==> config.mk <==
export PLATFORM = sky130hd
export DESIGN_NAME = rs232_tx_fifo
export DESIGN_NICKNAME = d
export VERILOG_FILES = /design/src/rtl/rs232_tx_fifo.sv
export SDC_FILE = /design/constraint.sdc
export NUM_CORES = 1
export LEC_CHECK = 0
export BUFFER_PORTS_ARGS = -buffer_cell sky130_fd_sc_hd__buf_2
export CORE_MARGIN = 2
export CORE_UTILIZATION = 50
export CTS_BUF_LIST = sky130_fd_sc_hd__clkbuf_8 sky130_fd_sc_hd__clkbuf_16
export DETAILED_ROUTE_END_ITERATION = 7
export PLACE_DENSITY = 0.68
export SYNTH_ARGS = -nofsm -noshare
export SYNTH_HDL_FRONTEND = slang
export SYNTH_SLANG_ARGS = --single-unit
==> constraint.sdc <==
create_clock -name clk -period 3.1 [get_ports clk]
set_clock_uncertainty 0.05 [all_clocks]
set_input_delay 0.62 -clock clk [delete_from_list [all_inputs] [get_ports clk]]
set_output_delay 0.62 -clock clk [all_outputs]
set_load 0.03 [all_outputs]
==> src/rtl/rs232_tx_fifo.sv <==
// rs232_tx_fifo
//   Byte FIFO that sits in front of the RS-232 serializer. Local writers push
//   bytes with wr_en/wr_data. The FIFO hands bytes to the serializer one at a
//   time over a tx_req/tx_data/tx_ack handshake. Bursty writers are absorbed
//   here while the serial line drains slowly.
//
// Ports
//   clk, rst_n        clock; reset is asynchronous and active-low
//   wr_en, wr_data    write strobe and byte. A write while full is dropped.
//   full, empty       decoded from the registered level
//   level             number of bytes stored (P_ADDR_W+1 bits)
//   tx_req, tx_data   byte offered to the serializer (registered)
//   tx_ack            one-cycle accept pulse from the serializer
//   ovf, ovf_cnt      sticky drop flag and saturating drop count
//   ovf_clr           clears ovf and ovf_cnt
//
// Build option
//   RS232_TX_FIFO_OVF_EN : define to enable overflow tracking. When it is
//   undefined, ovf and ovf_cnt read 0 and ovf_clr is ignored.

module rs232_tx_fifo #(
   parameter int P_ADDR_W = 4
) (
   input  logic              clk,
   input  logic              rst_n,
   input  logic              wr_en,
   input  logic [7:0]        wr_data,
   output logic              full,
   output logic              empty,
   output logic [P_ADDR_W:0] level,
   output logic              tx_req,
   output logic [7:0]        tx_data,
   input  logic              tx_ack,
   output logic              ovf,
   output logic [7:0]        ovf_cnt,
   input  logic              ovf_clr
);

   localparam int                DEPTH    = 2**P_ADDR_W;
   localparam logic [P_ADDR_W:0] LVL_FULL = (P_ADDR_W+1)'(DEPTH);

   typedef enum logic [1:0] {S_IDLE, S_REQ, S_GAP} state_t;

   logic [7:0]          mem [DEPTH];
   logic [P_ADDR_W-1:0] wr_ptr_q, wr_ptr_d;
   logic [P_ADDR_W-1:0] rd_ptr_q, rd_ptr_d;
   logic [P_ADDR_W:0]   level_q, level_d;
   state_t              state_q, state_d;
   logic                tx_req_q, tx_req_d;
   logic [7:0]          tx_data_q, tx_data_d;
   logic                wr_acc, pop;

   assign full    = (level_q == LVL_FULL);
   assign empty   = (level_q == '0);
   assign level   = level_q;
   assign tx_req  = tx_req_q;
   assign tx_data = tx_data_q;

   // Full is judged on the pre-edge level. A pop on the same edge does not
   // rescue a write made at full.
   assign wr_acc  = wr_en & ~full;

   always_comb begin
      wr_ptr_d = wr_ptr_q;
      if (wr_acc) wr_ptr_d = wr_ptr_q + 1'b1;
   end

   // Read FSM. The byte counts as gone on the ack edge. S_GAP forces at least
   // one low cycle on tx_req between bytes.
   always_comb begin
      state_d   = state_q;
      tx_req_d  = tx_req_q;
      tx_data_d = tx_data_q;
      rd_ptr_d  = rd_ptr_q;
      pop       = 1'b0;
      case (state_q)
         S_IDLE: if (level_q != '0) begin
            tx_data_d = mem[rd_ptr_q];
            tx_req_d  = 1'b1;
            state_d   = S_REQ;
         end
         S_REQ: if (tx_ack) begin
            tx_req_d = 1'b0;
            rd_ptr_d = rd_ptr_q + 1'b1;
            pop      = 1'b1;
            state_d  = S_GAP;
         end
         S_GAP: state_d = S_IDLE;
         default: begin
            state_d  = S_IDLE;
            tx_req_d = 1'b0;
         end
      endcase
   end

   always_comb begin
      level_d = level_q;
      case ({wr_acc, pop})
         2'b10:   level_d = level_q + 1'b1;
         2'b01:   level_d = level_q - 1'b1;
         default: level_d = level_q;
      endcase
   end

   // Storage is not reset. The pointers and the level define what is valid.
   always_ff @(posedge clk) begin
      if (wr_acc) mem[wr_ptr_q] <= wr_data;
   end

   always_ff @(posedge clk or negedge rst_n) begin
      if (!rst_n) begin
         wr_ptr_q  <= '0;
         rd_ptr_q  <= '0;
         level_q   <= '0;
         state_q   <= S_IDLE;
         tx_req_q  <= 1'b0;
         tx_data_q <= '0;
      end else begin
         wr_ptr_q  <= wr_ptr_d;
         rd_ptr_q  <= rd_ptr_d;
         level_q   <= level_d;
         state_q   <= state_d;
         tx_req_q  <= tx_req_d;
         tx_data_q <= tx_data_d;
      end
   end

`ifdef RS232_TX_FIFO_OVF_EN
   logic       drop;
   logic       ovf_q, ovf_d;
   logic [7:0] ovf_cnt_q, ovf_cnt_d;

   assign drop = wr_en & full;

   // A clear on the same edge as a drop restarts the count at that drop.
   always_comb begin
      ovf_d     = ovf_q;
      ovf_cnt_d = ovf_cnt_q;
      if (ovf_clr) begin
         ovf_d     = drop;
         ovf_cnt_d = drop ? 8'd1 : 8'd0;
      end else if (drop) begin
         ovf_d = 1'b1;
         if (ovf_cnt_q != 8'hFF) ovf_cnt_d = ovf_cnt_q + 8'd1;
      end
   end

   always_ff @(posedge clk or negedge rst_n) begin
      if (!rst_n) begin
         ovf_q     <= 1'b0;
         ovf_cnt_q <= '0;
      end else begin
         ovf_q     <= ovf_d;
         ovf_cnt_q <= ovf_cnt_d;
      end
   end

   assign ovf     = ovf_q;
   assign ovf_cnt = ovf_cnt_q;
`else
   logic unused_ovf_clr;
   assign unused_ovf_clr = ovf_clr;
   assign ovf            = 1'b0;
   assign ovf_cnt        = '0;
`endif

endmodule

==> flow_summary.json <==
{
  "status": "completed",
  "yosys_register_bits": 152,
  "clk_latency_ns": 0.43,
  "layout-drive-gt1-share_pct": 31.6,
  "cts_buffers": 17,
  "diodes": 0,
  "fmax_mhz": 398,
  "rsz0062_at_grt": "false",
  "via_count": 3029,
  "final_common_cell": "edfxtp_1",
  "arrival_ns": 1.84,
  "synth.distinct_cells": 37,
  "start_util_pct": 51.6,
  "wire_per_inst_microns": 20.1,
  "wirelength_microns": 11300,
  "cts_resized": 0,
  "yosysWarnings": 0,
  "r2r_slack_ns": 0.59,
  "antenna_found_initial": 0,
  "final_cell_mix": "128 x edfxtp_1, 32 x mux4_2, 27 x buf_2, 23 x dfrtp_1, 23 x buf_4",
  "dp_hpwl_microns": 7200,
  "criticalPathCategory": "register to output port",
  "reg2reg_to": "level[4]",
  "grt_use_total_pct": 19.0,
  "nFillCells": 893,
  "core_area_sq_um": 12100,
  "worst-r2r-cell-count": 10,
  "dieArea_sq_um": 13300,
  "die_h_microns": 116,
  "ant_nets": 0,
  "hold_slack_ns": 0.131,
  "worst_slew_pin_slew_ns": 0.555,
  "area_growth_pct": 15.1,
  "cp-start-kind": "register",
  "fin_crit_sh_pct": 81.1,
  "ios": 38,
  "synthTopCellsByArea": "edfxtp_1 62%, mux4_2 12%, dfrtp_1 9.7%",
  "clock-root-buffer": "clkbuf_16",
  "report.final.slew_viol_count": 0,
  "ctsHoldBuffers": 0,
  "endpoint_kind": "output port",
  "port_buffers": 27,
  "p_per_area_nw_per_um2": 947,
  "grt_max_degree": 25,
  "synthDominantCellAreaShare_pct": 61.8,
  "drt_iter0_markers": 162,
  "synth_edf_count": 128,
  "synth_ff_type": "edfxtp_1",
  "fin_crit_ns": 2.51,
  "critPathMaxFanout": 9,
  "hold_path_class": "input port to async pin",
  "clock_path_buffers": 2,
  "post_cts_buffers": 0,
  "ff_latch_area_sq_um": 4450,
  "synth_cells": 330,
  "first_pass_iters": 4,
  "grt.overflow.total": 0,
  "nNetsFinal": 401,
  "yosys.area.top_type": "edfxtp_1",
  "setup_viol": 0,
  "drc": 0,
  "clk_pin_slew_ns": 0.06,
  "setup_tns_ns": 0,
  "power.total_mw": 6.77,
  "leakage_nw": 2.57,
  "avgSynthCellArea_sq_um": 18.8,
  "cts_tree": "yes",
  "grt_pass1_wl_microns": 17300,
  "hold_violations": 0,
  "async_reset_ff_share_pct": 15.8,
  "r2r-start": "level[1]",
  "cts_num_sinks": 152,
  "synth-seq-area-share_pct": 71.5,
  "htree_levels": 4,
  "multi_input_area_sq_um": 1610,
  "vdd_ir_drop_max_mv": 0.554,
  "gp_congestion": 0.821,
  "die_w_microns": 116,
  "crit_required_ns": 2.43,
  "drv_cap": 0,
  "grt_pass1_vias": 3079,
  "maxSlewHeadroom_pct": 63.0,
  "mappedNetlistArea_sq_um": 6220,
  "rows": 40,
  "viasPerCell": 5.40
}
==> how the worst max path moves through the flow <==
stage	start	endpoint	slack, ns	cells past startpoint
4_1_cts	level[1]	empty	0.56	3
3_5_place_dp	level[1]	level[4]	0.56	10
6_report	level[1]	empty	0.59	3
3_3_place_gp	level[1]	level[4]	0.68	10
2_1_floorplan	level[2]	level[4]	0.35	12
5_1_grt	level[1]	level[4]	0.31	10
==> flip-flops by register name, indices dropped and copies added (netlist names) <==
| signal | cells |
|---|---|
| level | 5 |
| mem | 128 |
| rd_ptr_q | 4 |
| state_q | 2 |
| tx_data | 8 |
| tx_req | 1 |
| wr_ptr_q | 4 |
==> critical path, cell delays in order (launching register included) <==
cell and delay [ns]:
dfrtp_1 0.47, or4_4 0.59, nor2_1 0.15, buf_2 0.22
==> per-layer routing <==
layer	track usage [%]	up-vias	routed length, microns
li1	-	1379	-
met4	7.23	0	173
met5	0	-	0
met2	31.1	89	5770
met3	6.54	20	448
met1	23.6	1541	4870
==> area by class of cell <==
| cell class | instances | share of cell area [%] |
|---|---|---|
| Sequential cell | 152 | 62.1 |
| Multi-Input combinational cell | 153 | 22.5 |
| Clock buffer | 20 | 6.52 |
| Timing Repair Buffer | 50 | 4.30 |
| Tap cell | 168 | 2.94 |
| Clock inverter | 12 | 1.28 |
| Inverter | 6 | 0.315 |
==> logic make-up (layout without fill, tap and decap cells) <==
| kind of cell | Yosys count | in the layout | synth area share, % |
|---|---|---|---|
| compound gates | 22 | 22 | 3.50 |
| xor+xnor | 13 | 13 | 1.83 |
| fa+ha+maj | 8 | 8 | 1.61 |
| buf+inv | 33 | 88 | 3.10 |
| flops | 152 | 152 | 71.5 |
| mux | 50 | 50 | 14.5 |
| other cells | 1 | 9 | 0.0603 |
| simple gates | 51 | 51 | 3.90 |
==> synth_stat cells, types with 3 or more instances <==
library cell / number
edfxtp_1: 128
mux4_2: 32
dfrtp_1: 24
nor2_1: 18
mux2i_1: 16
nand2_1: 16
buf_4: 10
ha_1: 8
o221ai_2: 8
buf_2: 7
xnor2_1: 7
inv_1: 6
xor2_1: 6
clkbuf_1: 5
a21oi_1: 4
nor3_1: 4
buf_6: 3
o21ai_0: 3
==> power breakdown <==
| group | internal, mW | total [mW] | switching (mW) | leakage (nW) |
|---|---|---|---|---|
| registers | 2.55 | 2.87 | 0.318 | 1.44 |
| clock network | 1.15 | 1.90 | 0.753 | 0.283 |
| logic | 0.908 | 2.00 | 1.09 | 0.844 |
==> per-stage QoR <==
stage	util [%]	std cells	worst slack, ns	instance area [sq um]
final	59.3	561	0.585	7160
after global routing	59.3	561	0.306	7160
after CTS	59.3	561	0.561	7160
after detailed placement	54.7	529	0.562	6600
after global placement	54.7	529	0.677	6600
after floorplan	-	338	0.347	6250
Note: power is estimated with default switching activity, not from simulation.
